`src/rtl/fft_word_serializer.sv`:
```
// Captures an N-word vector in one transfer and streams it one word per beat, natural or bit-reversed order.
// Latency: first word is presented the cycle after acceptance; back-to-back vectors stream without a bubble.
// Backpressure: out_ready low freezes the current word; a new vector is taken only when idle or on the final beat.
module fft_word_serializer #(
    parameter  int WIDTH = 32,
    parameter  int N     = 8,
    localparam int SELW  = $clog2(N)
) (
    input  logic                 clk,
    input  logic                 rst_n,
    input  logic                 in_valid,
    output logic                 in_ready,
    input  logic [N*WIDTH-1:0]   in_data,
    input  logic                 bitrev,
    output logic                 out_valid,
    input  logic                 out_ready,
    output logic [WIDTH-1:0]     out_data,
    output logic [SELW-1:0]      out_index,
    output logic                 out_last,
    output logic                 busy
);

    typedef enum logic {IDLE, SEND} state_t;

    localparam logic [SELW-1:0] CNT_LAST = SELW'(N - 1);

    state_t                  state;
    state_t                  state_nxt;
    logic [N-1:0][WIDTH-1:0] bank;
    logic [SELW-1:0]         cnt;
    logic [SELW-1:0]         cnt_rev;
    logic [SELW-1:0]         sel;
    logic                    mode;
    logic                    is_send;
    logic                    at_last;
    logic                    final_beat;
    logic                    accept;

    always_comb begin
        cnt_rev = '0;
        for (int i = 0; i < SELW; i++) begin
            cnt_rev[i] = cnt[SELW-1-i];
        end
        sel = mode ? cnt_rev : cnt;
    end

    // Handshake terms; in_ready sees out_ready so a reload lands on the final beat.
    always_comb begin
        is_send    = (state == SEND);
        at_last    = (cnt == CNT_LAST);
        final_beat = is_send && at_last && out_ready;
        in_ready   = !is_send || final_beat;
        accept     = in_valid && in_ready;
    end

    always_comb begin
        out_valid = is_send;
        busy      = is_send;
        out_last  = is_send && at_last;
        out_index = is_send ? sel : '0;
        out_data  = is_send ? bank[sel] : '0;
    end

    always_comb begin
        state_nxt = state;
        unique case (state)
            IDLE: begin
                if (accept) begin
                    state_nxt = SEND;
                end
            end
            SEND: begin
                if (final_beat) begin
                    state_nxt = accept ? SEND : IDLE;
                end
            end
            default: state_nxt = IDLE;
        endcase
    end

    always_ff @(posedge clk or negedge rst_n) begin
        if (!rst_n) begin
            state <= IDLE;
        end else begin
            state <= state_nxt;
        end
    end

    always_ff @(posedge clk or negedge rst_n) begin
        if (!rst_n) begin
            bank <= '0;
            cnt  <= '0;
            mode <= 1'b0;
        end else if (accept) begin
            bank <= in_data;
            mode <= bitrev;
            cnt  <= '0;
        end else if (is_send && out_ready) begin
            cnt <= at_last ? '0 : cnt + SELW'(1);
        end
    end

endmodule

```
`config.mk`:
```
export PLATFORM = sky130hd
export DESIGN_NAME = fft_word_serializer
export DESIGN_NICKNAME = d
export VERILOG_FILES = /design/src/rtl/fft_word_serializer.sv
export SDC_FILE = /design/constraint.sdc
export NUM_CORES = 1
export LEC_CHECK = 0
export CAP_MARGIN = 20
export CORE_ASPECT_RATIO = 0.6
export CORE_MARGIN = 8
export CORE_UTILIZATION = 40
export CTS_BUF_LIST = sky130_fd_sc_hd__clkbuf_8
export CTS_CLUSTER_DIAMETER = 60
export DETAILED_ROUTE_END_ITERATION = 12
export DONT_BUFFER_PORTS = 1
export PLACE_DENSITY = 0.56
export REMOVE_ABC_BUFFERS = 1
export SETUP_SLACK_MARGIN = 0.4
export SKIP_CTS_REPAIR_TIMING = 1
export SYNTH_ARGS = -nofsm -noshare
export SYNTH_HDL_FRONTEND = slang
export SYNTH_SLANG_ARGS = --single-unit
```
`constraint.sdc`:
```
create_clock -name clk -period 4.86 [get_ports clk]
set_clock_uncertainty 0.1 [all_clocks]
set_input_delay 0.972 -clock clk [delete_from_list [all_inputs] [get_ports clk]]
set_output_delay 0.972 -clock clk [all_outputs]
set_load 0.02 [all_outputs]
```
Word-level counts from Yosys, hierarchy flattened
Index checks and enable logic that the tools add are counted.

Flip-flop bits (word level): 261. Input port bits: 261. Word-level logic and storage cells: 33. Output and inout bits: 39.

Mux-type cells: 11. Equal/unequal tests: 1. Reduce and logical (&&, ||, !) cells: 7. Bitwise operators: 1. Magnitude comparators: 1. $add $sub $neg: 1.

Operator list (number): 32-bit binary-select mux with 3-bit select (1); 32-bit two-way mux (2); 3-bit two-way mux (5); 1-bit logical AND (4); 3-bit by 4-bit less-than comparator with 1-bit output (second input constant) (1); 3-bit by 1-bit adder with 3-bit output (second input constant) (1); 3-bit == test (second input constant) (1); 1-bit two-way mux (2); 1-bit one-hot mux with 2 select lines (1); 2-bit nonzero test (1); 1-bit zero test (1); 1-bit logical OR (1); 1-bit NOT (1).

Depth between registers and ports, before layout
Gate-level depths: netlist of run 1.

Word-level depth: 8. Gate-level depth with buffers: 8. Depth with buffers taken out: 6.

Worst setup path after synthesis of run 1
OpenSTA, ideal clock, no wires.

Kind: reg2out. Start point: reg state (netlist: busy). End point: out out_data[21]. Data arrival time: 1.943 ns. Stages on the path, launching flop included: 7. Path slack: 1.845 ns. Buffers on the path: 2. Path through: dfrtp_1 -> buf_2 -> and2_1 -> nand2_1 -> clkbuf_1 -> a21oi_1 -> or4_1.

Word-level cells in the longest chain between the ends: 1.

Ends and longest elaborated chain: start: declaration (RTL line 27) `state_t state;`; start signal: assignment (RTL line 85) `state <= state_nxt;`; 32-bit two-way mux (RTL line 61) `out_data = is_send ? bank[sel] : '0;`; end: declaration (RTL line 17) `output logic [WIDTH-1:0] out_data,`.

Every way passes these cells.

Worst setup path in the final report of run 1
Start point: reg state (netlist: busy). End point: out out_data[7].

Same word-level chain as after synthesis.

==> impl_results.rst, run 1 <==
.. list-table::
   :header-rows: 1

   * - Metric
     - Value
   * - Setup-violating endpoint count in the final report
     - 0
   * - DRT iter0 DRCs
     - between 500 and 600
   * - Worst setup path startpoint
     - busy
   * - Tightest Pin Transition
     - 1060 ps
   * - TritonCTS clock tree
     - built
   * - Hold WC Path Type
     - input port to asynchronous set/reset pin
   * - Setup_tns
     - 0 ps
   * - Die area
     - between 0.03 and 0.04 mm²
   * - Routability congestion estimate from global placement
     - between 0.7 and 0.8
   * - Detailed Routing Iterations Pass 1
     - 5
   * - Number of distinct library cell variants in the gate-level netlist after synthesis
     - 19
   * - Wire length per cell
     - 22.3 µm
   * - Maximum Capacitance Violations
     - 0
   * - Number of remaining DRC errors
     - 0
   * - Met3 track demand over resource in global routing
     - 6.70%
   * - CTS Buf Count
     - 43
   * - DIE HEIGHT
     - 149 µm
   * - Outcome
     - complete, no violations
   * - Worst Path Class, Setup
     - flip-flop to output port
   * - X dimension of the die
     - around 240 µm
   * - Met1 usage
     - 23.8%
   * - Clock input transition at the sequential cells of the worst setup and hold paths
     - 60 ps
   * - Most used routing layer
     - met2
   * - Nets@finish
     - ~1300
   * - GRT Residual Overflow
     - 0
   * - Via/cell ratio
     - 5.28
   * - Post-route fraction of the period consumed by the critical path
     - between 80% and 90%
   * - Commonest non-fill, non-tap cell in the layout
     - dfrtp_1
   * - Highest-count cells in the layout ignoring fill and taps
     - dfrtp_1 (261), nand2_1 (260), mux2_2 (258)
   * - IR drop worst, VDD
     - 0.000372 V
   * - Final wirelength
     - 32500 µm
   * - Root Driver
     - clkbuf_8
   * - Worst slew margin
     - 28.8%
   * - Worst-case clock buffer depth
     - 3
   * - Vias
     - 7676
   * - Number of hold violations in the final report
     - 0
   * - Num rows
     - 48
   * - Avg Inst Size Synth
     - 11.5 µm²
   * - Origin of the critical flop-to-flop path
     - cnt[0]
   * - Slowest cell delay on critical path
     - 640 ps
   * - Leakage
     - 0.00585 µW
   * - Data arrival time of the critical path
     - between 3000 and 4000 ps
   * - CTS H-tree lvls
     - 2
   * - Number of input and output port buffers inserted
     - 0
   * - DPL Wire Length
     - just over 20000 µm
   * - Maximum number of pins on one net before global-route repair
     - ~260
   * - Tot GR Track Use
     - 17.5%
   * - Gate count of the mapped netlist
     - 1031
   * - Cell Pwr Density
     - around 710 mW/mm²
   * - Core Area
     - 0.0289 mm²
   * - Initial core utilization
     - 40.9%
   * - Number of primary I/O pins
     - 300
   * - Via count of the first global-routing pass
     - around 7700
   * - Number of warning messages in the yosys log
     - 0
   * - Sort of element at the end of the critical path
     - output port
   * - Utilization of the core after routing
     - 45.2%
   * - Synthesis-to-layout area growth
     - 10.5%
   * - Family with the most delay on the worst path
     - simple AND/OR/NAND/NOR gates
   * - Worst Path Max Fanout
     - 21
   * - Post-Syn Area
     - 0.0118 mm²
   * - Required time of the critical path
     - 3790 ps
   * - Final Max Slew Viols
     - 0
   * - Clock latency on the worst-skew pair
     - 560 ps
   * - Worst Path Buf+Inv
     - 1
   * - Slowest library cell on the worst path
     - or4_1
   * - First-pass GRT wire length
     - 48400 µm
   * - Antenna violations before repair
     - 16
   * - Proportion of synthesized chip area in sequential cells
     - a little under three fifths
   * - Post-layout minimum cycle time
     - 4250 ps
   * - Met2 capacity usage during global routing
     - 25.7%
   * - Startpoint class of the critical path
     - flip-flop
   * - Highest clock rate
     - 236 MHz
   * - Setup repair after global routing missed its margin
     - no
   * - FF+latch count, synth
     - about 260
   * - CP cell instances
     - and2_1, nand2_2, buf_4, a21oi_1, or4_1
   * - Clock net sink count
     - 261
   * - Number of nets with antenna violations after routing
     - 0
   * - Share of post-route cells with drive strength above 1
     - 32.3%
==> synth_stat cells <==
cell      number  area [µm²]
mux2_4         1        15.0
o21ai_0        1        5.00
nor2b_1        1        6.26
buf_6          3        33.8
or4_1         32         240
a22o_1         2        17.5
ha_1           2        25.0
buf_4          4        30.0
nand3b_1       1        7.51
clkbuf_1       9        33.8
and2_1         4        25.0
nand2_1      265         995
buf_1          9        33.8
mux2_2       258        2910
dfrtp_1      261        6530
buf_2         45         225
nand2b_1       1        6.26
a21oi_1      129         646
mux2i_1        3        30.0
==> per-layer routing <==
layer,share of wire [%],vias up
met5,0.50,-
met4,1.7,26
met3,8.1,70
met2,44,216
met1,46,3831
li1,-,3533
==> cell type report <==
type                    count  area [µm²]
well taps                 400         500
diodes                      6        15.0
fillers                  2701       15800
repair buffers             16         250
flip-flops and latches    261        6530
clock inverters            21         103
clock buffers              51         702
multi-input cells         700        4950
==> through the flow <==
step | worst slack, ps | power, µW | hold WS, ps | area, µm² | cells
floorplan | -2730 | 6570 | 380 | 11500 | 961
global placement | 1180 | 7430 | 386 | 12200 | 1374
detailed placement | 1150 | 7510 | 392 | 12200 | 1374
CTS | 509 | 9400 | -37.0 | 13000 | 1446
global route | 444 | 10000 | 271 | 13000 | 1452
finish | 614 | 9320 | 256 | 13100 | 1455
==> power breakdown <==
| group | total (µW) | internal (µW) | switching [µW] |
|---|---|---|---|
| registers | 3770 | 3230 | 532 |
| clock network | 1850 | 952 | 894 |
| logic | 3700 | 1500 | 2200 |
==> cell families (layout without fill, tap and decap cells) <==
group	count (synthesis)	in the layout	share of synthesized area, %
compound gates	132	132	5.66
fa+ha+maj	2	2	0.212
buf+inv	70	88	3.02
flops	261	261	55.3
mux	262	262	25.0
other cells	0	6	0
simple gates	304	304	10.8
==> sequential cells by signal, indices dropped and copies added, names as in the netlist <==
signal / count
cnt: 3
busy: 1
mode: 1
bank: 256
==> final timing paths <==
check,endpoint,slack [ps],cells after the start
max,out_data[7],610,5
min,bank[185],260,1
max reg2reg,bank[12],1870,7
min reg2reg,bank[167],400,1
max in group asynchronous,bank[108],3540,1
min in group clk,bank[167],400,1
Power figures use the tool's default switching activity.
==> run 2, diff against run 1 <==
--- a/config.mk
+++ b/config.mk
@@ -5,6 +5,7 @@
 export SDC_FILE = /design/constraint.sdc
 export NUM_CORES = 1
 export LEC_CHECK = 0
+export ABC_CLOCK_PERIOD_IN_PS = 4860
 export CAP_MARGIN = 20
 export CORE_ASPECT_RATIO = 0.6
 export CORE_MARGIN = 8
@@ -14,7 +15,6 @@
 export DETAILED_ROUTE_END_ITERATION = 12
 export DONT_BUFFER_PORTS = 1
 export PLACE_DENSITY = 0.56
-export REMOVE_ABC_BUFFERS = 1
 export SETUP_SLACK_MARGIN = 0.4
 export SKIP_CTS_REPAIR_TIMING = 1
 export SYNTH_ARGS = -nofsm -noshare
==> impl_results.rst, run 2 (same netlist as run 1, synthesis figures left out) <==
.. list-table::
   :header-rows: 1

   * - Metric
     - Value
   * - Detailed Routing Iterations Pass 1
     - 5
   * - Core Area
     - 0.0289 mm²
   * - X dimension of the die
     - 238 µm
   * - Data arrival time of the critical path
     - 3100 ps
   * - Setup_tns
     - 0 ps
   * - Worst Path Buf+Inv
     - 0
   * - GRT Residual Overflow
     - 0
   * - Fillers
     - 2679
   * - Num rows
     - 48
   * - Register containing the most flip-flops in the final layout
     - bank
   * - Utilization of the core after routing
     - 45.2%
   * - First-pass GRT wire length
     - 50700 µm
   * - Area used by multi-input combinational logic
     - 0.00495 mm²
   * - Sort of element at the end of the critical path
     - output port
   * - Origin of the critical flop-to-flop path
     - cnt[0]
   * - Vias
     - slightly below 8000
   * - Family with the most delay on the worst path
     - simple AND/OR/NAND/NOR gates
   * - Maximum Capacitance Violations
     - 0
   * - Root Driver
     - clkbuf_8
   * - Highest clock rate
     - about 240 MHz
   * - Register Area
     - 0.00653 mm²
   * - DIE HEIGHT
     - 149 µm
   * - Worst Path Max Fanout
     - 32
   * - Reg-to-Reg End
     - bank[118]
   * - Number of remaining DRC errors
     - 0
   * - DPL Wire Length
     - between 20000 and 25000 µm
   * - Commonest non-fill, non-tap cell in the layout
     - dfrtp_1
   * - Tightest Pin Transition
     - about 970 ps
   * - Initial core utilization
     - 40.9%
   * - Wire length per cell
     - 23.1 µm
   * - Worst-case clock buffer depth
     - 3
   * - CP cell instances
     - and2_1, nand2_2, a21oi_1, or4_1
   * - Final Max Slew Viols
     - 0
   * - Outcome
     - complete, no violations
   * - R2r worst-path depth
     - 7
   * - DRT iter0 DRCs
     - 497
   * - Antenna violations before repair
     - 20
   * - Number of primary I/O pins
     - 300
   * - Routability congestion estimate from global placement
     - 0.791
   * - Post-layout minimum cycle time
     - 4170 ps
   * - IR drop worst, VDD
     - 0.000667 V
   * - Setup-violating endpoint count in the final report
     - 0
   * - Registers with the most flip-flops
     - bank: 256 flops, cnt: 3 flops
   * - Number of nets with antenna violations after routing
     - 0
   * - Die area
     - 0.0355 mm²
   * - Hold WC Path Type
     - input port to asynchronous set/reset pin
   * - Number of input and output port buffers inserted
     - 0
   * - Synthesis-to-layout area growth
     - 10.5%
   * - CTS H-tree lvls
     - 2
   * - Cell Pwr Density
     - a little over 700 mW/mm²
   * - Slowest library cell on the worst path
     - nand2_2
   * - Clock latency on the worst-skew pair
     - 550 ps
   * - Slowest cell delay on critical path
     - about 750 ps
   * - Tot GR Track Use
     - between 10% and 20%
   * - Required time of the critical path
     - 3790 ps
   * - Worst Path Class, Setup
     - flip-flop to output port
   * - Setup slack on the worst flop-to-flop path
     - 1860 ps
   * - Highest-count cells in the layout ignoring fill and taps
     - dfrtp_1 (261), nand2_1 (260), mux2_2 (258)
   * - Synthesized Nets
     - between 1000 and 1500
   * - Leakage
     - between 0.005 and 0.006 µW
   * - Setup repair after global routing missed its margin
     - no
   * - Number of hold violations in the final report
     - 0
   * - Post-route fraction of the period consumed by the critical path
     - between 80% and 90%
   * - Maximum number of pins on one net before global-route repair
     - ~260
   * - Nets@finish
     - ~1300
   * - Clock input transition at the sequential cells of the worst setup and hold paths
     - 60 ps
   * - Startpoint class of the critical path
     - flip-flop
   * - Worst slew margin
     - 35.1%
   * - Number of flip-flops under the largest register name
     - 256
   * - TritonCTS clock tree
     - built
   * - Final wirelength
     - 33700 µm
   * - Share of post-route cells with drive strength above 1
     - between 30% and 40%
   * - Via count of the first global-routing pass
     - 7929
   * - Via/cell ratio
     - 5.35
   * - CTS Buf Count
     - 42
   * - Clock net sink count
     - 261
run 2: cell count changes in the layout (fill, tap and decap cells not counted):
cell | before | now
bufinv_16 | 0 | 1
diode_2 | 6 | 4
buf_4 | 6 | 11
clkbuf_8 | 51 | 53
clkinvlp_4 | 4 | 1
clkinv_2 | 3 | 5
inv_1 | 13 | 15
inv_6 | 1 | 0
dlygate4sd3_1 | 1 | 0
buf_12 | 7 | 5
buf_16 | 2 | 1
run 2: metrics by stage:
stage / cells / instance area, µm² / setup WS (ps) / total power, µW / hold slack, ps
after floorplan: 1031 / 11800 / 1850 / 6570 / 379
after global placement: 1377 / 12200 / 1230 / 7470 / 387
after detailed placement: 1377 / 12200 / 1220 / 7540 / 392
after CTS: 1452 / 13000 / 586 / 9520 / -35.2
after global routing: 1457 / 13100 / 503 / 10100 / -41.2
final: 1457 / 13100 / 691 / 9430 / 19.2
run 2: worst max path at each step:
stage | depth (start not counted) | slack (ps) | startpoint | end
6_report | 4 | 690 | busy | out_data[19]
5_1_grt | 5 | 500 | mode | out_data[22]
4_1_cts | 6 | 590 | mode | out_data[31]
3_5_place_dp | 6 | 1220 | mode | out_data[31]
3_3_place_gp | 6 | 1230 | mode | out_data[31]
2_1_floorplan | 6 | 1850 | busy | out_data[21]
run 2: cell type report:
class                   instances  share of cell area, %
flip-flops and latches        261                   50.0
multi-input cells             700                   37.9
clock buffers                  53                   5.59
diodes                          4                 0.0767
clock inverters                22                  0.911
well taps                     400                   3.83
repair buffers                 17                   1.61
run 2: power by group:
| part | leakage [µW] | internal (µW) | switching, µW | total [µW] |
|---|---|---|---|---|
| Clock | 0.000495 | 1030 | 894 | 1930 |
| Combinational | 0.00221 | 1520 | 2210 | 3730 |
| Sequential | 0.00318 | 3230 | 544 | 3780 |
| Total | 0.00588 | 5790 | 3650 | 9430 |
run 2: metal layers:
| layer | up-vias | share of wire, % | GRT usage (%) |
|---|---|---|---|
| li1 | 3539 | - | - |
| met1 | 3937 | 46 | 26.0 |
| met2 | 226 | 43 | 26.9 |
| met3 | 74 | 8.2 | 6.70 |
| met4 | 16 | 1.7 | 4.40 |
| met5 | - | 0.29 | 0 |
